[src/rtl/cdb_broadcast_arbiter.sv]
// Common-data-bus broadcast arbiter: four single-entry result buffers, one per
// functional unit, drained onto the CDB one entry per cycle in round-robin order.
module cdb_broadcast_arbiter #(
  parameter int WIDTH = 31,
  parameter int ROB   = 2
) (
  input  logic                   clk,
  input  logic                   globalReset,
  input  logic                   clear,
  input  logic [3:0]             fuValid,
  input  logic [4*(WIDTH+1)-1:0] fuResult,
  input  logic [4*(ROB+1)-1:0]   fuRob,
  output logic [3:0]             fuReady,
  output logic                   validBroadcast,
  output logic [WIDTH:0]         result,
  output logic [ROB:0]           robEntry,
  output logic [1:0]             srcUnit
);

  logic [3:0]   full;
  logic [WIDTH:0] buf_result [4];
  logic [ROB:0]   buf_rob    [4];
  logic [1:0]   ptr;

  logic [3:0]   grant;
  logic [1:0]   grant_idx;
  logic         grant_any;
  logic [1:0]   scan_idx;
  logic [3:0]   capture;

  // Round-robin scan starting at ptr; first full buffer wins.
  always_comb begin
    grant     = '0;
    grant_idx = ptr;
    grant_any = 1'b0;
    scan_idx  = '0;
    for (int k = 0; k < 4; k++) begin
      scan_idx = ptr + 2'(k);
      if (!grant_any && full[scan_idx]) begin
        grant_any = 1'b1;
        grant_idx = scan_idx;
      end
    end
    if (grant_any) grant[grant_idx] = 1'b1;
  end

  // A buffer being drained this cycle can accept a replacement on the same edge.
  assign fuReady = (~full | grant) & {4{~clear & ~globalReset}};
  assign capture = fuValid & fuReady;

  // NOTE: buffer payloads carry no reset; the full flags alone gate their use,
  // so leaving the storage unreset keeps it as plain registers/RAM-friendly.
  always_ff @(posedge clk) begin
    for (int i = 0; i < 4; i++) begin
      if (capture[i]) begin
        buf_result[i] <= fuResult[i*(WIDTH+1) +: WIDTH+1];
        buf_rob[i]    <= fuRob[i*(ROB+1) +: ROB+1];
      end
    end
  end

  // NOTE: all state here uses non-blocking assignments so every register sees
  // the pre-edge values of grant/capture, regardless of statement order.
  always_ff @(posedge clk) begin
    if (globalReset) begin
      full           <= '0;
      ptr            <= '0;
      validBroadcast <= 1'b0;
      result         <= '0;
      robEntry       <= '0;
      srcUnit        <= '0;
    end else if (clear) begin
      full           <= '0;
      validBroadcast <= 1'b0;
    end else begin
      full           <= (full & ~grant) | capture;
      validBroadcast <= grant_any;
      if (grant_any) begin
        ptr      <= grant_idx + 2'd1;
        result   <= buf_result[grant_idx];
        robEntry <= buf_rob[grant_idx];
        srcUnit  <= grant_idx;
      end
    end
  end

endmodule

[config.mk]
export PLATFORM = sky130hd
export DESIGN_NAME = cdb_broadcast_arbiter
export DESIGN_NICKNAME = d
export VERILOG_FILES = /design/src/rtl/cdb_broadcast_arbiter.sv
export SDC_FILE = /design/constraint.sdc
export NUM_CORES = 1
export LEC_CHECK = 0
export ABC_CLOCK_PERIOD_IN_PS = 2300
export CAP_MARGIN = 40
export CORE_MARGIN = 1
export CORE_UTILIZATION = 46
export CTS_BUF_LIST = sky130_fd_sc_hd__clkbuf_8
export DETAILED_ROUTE_END_ITERATION = 12
export PLACE_DENSITY = 0.89
export RECOVER_POWER = 100
export SLEW_MARGIN = 5
export SYNTH_ARGS = -nofsm -noshare
export SYNTH_HDL_FRONTEND = slang
export SYNTH_SLANG_ARGS = --single-unit
[constraint.sdc]
create_clock -name clk -period 2.3 [get_ports clk]
set_clock_uncertainty 0.2 [all_clocks]
set_input_delay 0.23 -clock clk [delete_from_list [all_inputs] [get_ports clk]]
set_output_delay 0.23 -clock clk [all_outputs]
set_load 0.02 [all_outputs]
# After elaboration in Yosys (flattened, before gate mapping)
# Memories as Yosys holds them, arrays and structs flattened. A register that Yosys moved wholly into a read port is not among the register bits.
# Cells that the tools add are included.
# classes
n_addsub	4
mul	0
n_div	0
n_lt_le_gt_ge	6
eq_ne	0
n_shift	0
mux	26
bitwise	10
reduce_logical	9
# ops
op	n
$mux W1	17
$lt A2 B3 Y1 const B	5
$and A4 B4 Y4	3
$bmux W1 S2	4
$not A4 Y4	2
$or A4 B4 Y4	2
$mux W2	3
$add A2 B1 Y2 const B	2
$add A2 B2 Y2 const B	2
$logic_and A1 B1 Y1	4
$mux W4	1
$logic_not A1 Y1	3
$demux W1 S2	1
$ge A2 B1 Y1 const B	1
$not A1 Y1	2
$reduce_and A2 Y1	1
$reduce_or A2 Y1	1
$and A1 B1 Y1	1
# totals
reg_bits	9
latch_bits	0
ram_bits	140
romBits	0
inputBits	147
output_inout_bits	42
elab_cells	61
mem_count	2
# memory_table
memory	words	word_bits	read_ports	rd_ports_with_merged_regs	write_ports	line_no	text
buf_result	4	32	1	1	4	21	logic [WIDTH:0] buf_result [4];
buf_rob	4	3	1	1	4	22	logic [ROB:0] buf_rob [4];

# Longest topological paths before layout
# Gate-level depths: netlist of run 1.
# depth
depth_word	22
depth_mapped	7
ltp_nobuf	5

# Least setup slack after synthesis of run 1
# OpenSTA, ideal clock, no wires.
# synth_timing
kind	reg-to-reg
start	reg ptr[1]
end	mem buf_result[3][0] in the netlist's numbering (enable)
setup_ns	0.395
arrival_ns	2.268
t_required_ns	1.705
setup_slack_ns	-0.563
stages_incl_launch_ff	8
n_path_buf	2
period_less_slack_ns	2.863
path_cell_list	dfxtp_1 -> buf_2 -> buf_2 -> nand2b_1 -> a21oi_1 -> o21a_1 -> nor2_1 -> and2_1
# synth_rtl
item	line_no	text
start: declaration	23	logic [1:0] ptr;
start signal: assignment	79	ptr <= grant_idx + 2'd1;
end: declaration	21	

==> results of run 1 <==
==> worst max path at each step <==
stage	start	slack [ps]	endpoint	cells past startpoint
2_1_floorplan	ptr[1]	-10	buf_result[0][0]	6
3_3_place_gp	clear	40	fuReady[2]	4
3_5_place_dp	full[0]	-10	result[0]	5
4_1_cts	full[0]	-70	result[11]	5
5_1_grt	ptr[0]	-10	result[26]	6
6_report	ptr[0]	90	buf_result[2][28]	5
==> worst register-to-register path, stage by stage, from the launching register on <==
cell and delay, ps:
sky130_fd_sc_hd__dfxtp_2 370, sky130_fd_sc_hd__buf_4 170, sky130_fd_sc_hd__nand2b_1 220, sky130_fd_sc_hd__a31oi_1 240, sky130_fd_sc_hd__and2_4 200, sky130_fd_sc_hd__clkbuf_2 450
==> cell type report <==
class                      instances  area, um^2  area share, %
sequential                       184        5095          50.48
timing repair buffer             224        2298          22.77
multi-input combinational        287        2096          20.77
tap                              211       264.0          2.616
clock buffer                      18       247.7          2.455
clock inverter                    13       81.33         0.8059
inverter                           2       7.507        0.07439
antenna                            1       2.502        0.02480
==> sequential cells by signal, summed over array words and instances, names as in the netlist <==
name and flops:
buf_result 128, result 32, buf_rob 12, full 4, robEntry 3, ptr 2
srcUnit 2, validBroadcast 1
==> timing repair <==
item,CTS,global route
setup endpoints to repair,19,41
pin swaps,1,1
buffers inserted,1,0
hold endpoints to repair,0,0
gates resized for setup,11,14
==> cell usage in the layout (no fill, tap or decap), drive strengths merged, types with 2 or more instances in the layout <==
cell and instances:
a211oi 37, nand2 6, nor4b 20, a31oi 2
nand2b 6, dlygate4sd3 144, a21oi 13, buf 38
clkdlybuf4s50 39, o31a 20, clkinv 8, inv 6
nand3 31, clkbuf 19, a221oi 35, dfxtp 44
edfxtp 140, nor3 5, mux2 15, nor2 52
o21ai 25, and2 4
==> metal layers <==
layer	track usage [%]	part of all wire [%]	wire length, um	vias up
li1	-	-	-	2447
met1	27.57	39	7307	2623
met2	40.38	52	9661	235
met3	5.718	6.8	1256	25
met4	9.204	1.8	338	0
met5	0	0	0	-
==> per-stage QoR <==
step                cell area, um^2  TNS (ps)  utilization, %  std cells  hold slack, ps
global route                  10090    -20.71           65.66        940           114.2
global placement               9709         0           63.17        905           253.5
CTS                           10070    -208.5           65.49        938           81.94
finish                        10090         0           65.66        940           121.6
detailed placement             9724    -18.23           63.26        906           255.2
floorplan                      7346    -412.4               -        520           128.9
==> cell families after synthesis <==
kind of cell / after synthesis / share of synthesized area (%)
multiplexers: 15 / 2.303
AND/OR/NAND/NOR: 130 / 9.367
buffers and inverters: 49 / 3.412
AO/OA/AOI/OAI: 142 / 15.58
flip-flops: 184 / 69.34
==> power groups by stage <==
stage | Combinational (mW) | Clock, mW | Sequential, mW
global placement | 1.18 | 0 | 3.86
detailed placement | 1.22 | 0 | 3.87
floorplan | 0.548 | 0 | 3.91
CTS | 1.23 | 1.92 | 3.79
finish | 1.19 | 1.89 | 3.79
global route | 1.28 | 2.05 | 3.80
==> run summary, run 1 <==
library cells used by synthesis -> 43
CTS tree -> yes
Worst path slowest cell -> sky130_fd_sc_hd__clkbuf_2
initial core utilization -> 47.71%
Worst EP required -> 2190 ps
startpoint of the lowest-slack register-to-register path -> ptr[0]
# hold bufs at CTS -> 0
leakage power total -> 3.371 nW
part of the power in registers -> 55.2%
net switching component of the power -> 1.809 mW
number of buffer and inverter instances along the worst setup path -> 2
clock sinks -> 184
Congestion Overflow GR -> 0
final total power -> 6.870 mW
clock input transition at the sequential cells of the worst setup and hold paths -> 90 ps
total of endpoints with negative setup slack in the final report -> 0
crit-path leading delay family -> buffers and inverters
Min-Delay Endpoint -> full[2]
hold path startpoint -> globalReset
mean cell area of the mapped netlist -> 14.10 um^2
first-pass GRT wire length -> 28.37 mm
max_slew headroom -> 61.80%
DRC violation count after routing -> 0
Via Count -> 5330
portion of the post-synthesis area used by sequential elements -> 69.34%
ratio of cells with drive above 1 in the final layout -> 16.90%
synthesized area -> 7333 um^2
setup slack of the most critical reg-to-reg path -> 90 ps
Area contributors post-synth -> sky130_fd_sc_hd__edfxtp_1 (57%), sky130_fd_sc_hd__dfxtp_1 (12%), sky130_fd_sc_hd__a221oi_1 (4.2%)
clk root buf -> sky130_fd_sc_hd__clkbuf_8
crit start category -> flop
Int Pwr -> 5.061 mW
Nets -> 863
destination of the worst register-to-register timing path -> buf_result[2][28]
nets in the synthesized netlist -> 667
highest achievable clock rate -> 0.4517 GHz
most used standard cell by instance count after synthesis -> sky130_fd_sc_hd__edfxtp_1
Yosys warnings -> 0
biggest area consumer among synthesized cells -> sky130_fd_sc_hd__edfxtp_1
number of endpoints with negative hold slack in the final report -> 0
average vias per placed instance -> 5.670
final critical-path required period -> 2214 ps
Pwr per Cell Area -> 680.7 nW/um^2
Post-Syn Instances -> 520
post-route antenna net violation count -> 0
wire length after detailed routing -> 18.56 mm
placeable core area -> 15370 um^2
switching share of power -> 26.33%
maximum fanout encountered on the critical timing path -> 19
Filler Cell Count -> 1085
worst r2r path cells -> 5
transition at the pin with the smallest max-transition slack -> 572.9 ps
fraction of synthesis flops using an asynchronous set or reset pin -> 0%
RD Place Congestion -> 0.8986
DIE HEIGHT -> 128.3 um
HPWL after DPL -> 12.54 mm
count of port buffers added during placement -> 188
Iteration-0 DRC Markers -> 390
# H-tree levels -> 4
combinational share of power -> 17.4%
run status -> finished clean
I/O pin count -> 189
critical path data arrival time -> 2110 ps
Synth Register Bits -> 184
part of the power in the clock network -> 27.5%
count of flip-flops with a built-in enable after synthesis -> 140
delay contributed by the slowest stage of the critical path -> 450 ps
maximum buffer depth of the clock tree -> 2
Die Area -> 16450 um^2
Std-Cell Rows -> 45
Final Max Tran Viols -> 0
Num CTS Buffers -> 17
global-route usage over all layers -> 23.21%
Area Overhead vs Synth -> 37.62%
category of the critical setup timing path -> flop to flop
initial antenna violation count -> 1
number of global-route vias before repair -> 5429
routed length per placed instance -> 19.75 um
Clk Latency, worst-skew pair -> 460 ps
min-delay worst type -> input pin to flop
maxcap violations -> 0
pin count of the biggest net entering global routing -> 41
worst-case vdd ir drop -> 0.3609 mV
endpoint type of the worst setup path -> flop
Hold Path Stages -> 4
Die X-Extent -> 128.3 um
top-area cell type share of the netlist area -> 57.33%
portion of the clock cycle consumed by the worst path in the final layout -> 96.25%
most frequently used flop master after synthesis -> sky130_fd_sc_hd__edfxtp_1
Pre-Repair DR Iteration Count -> 5
worst slack after detailed placement -> -12.17 ps
leading post-synthesis cells by instance count -> sky130_fd_sc_hd__edfxtp_1 (140), sky130_fd_sc_hd__nor2_1 (52), sky130_fd_sc_hd__dfxtp_1 (44)
crit-path cells -> buf_4 > nand2b_1 > a31oi_1 > and2_4 > clkbuf_2
smallest setup slack after layout -> 86.27 ps
No activity file was read; power rests on OpenSTA's default activity.
==> inputs of run 2 (changes only) <==
--- a/config.mk
+++ b/config.mk
@@ -11,6 +11,7 @@
 export CORE_UTILIZATION = 46
 export CTS_BUF_LIST = sky130_fd_sc_hd__clkbuf_8
 export DETAILED_ROUTE_END_ITERATION = 12
+export GPL_ROUTABILITY_DRIVEN = 0
 export PLACE_DENSITY = 0.89
 export RECOVER_POWER = 100
 export SLEW_MARGIN = 5
==> results of run 2 <==
Same layout as run 1: the final DEF is identical, and so are final timing and power.
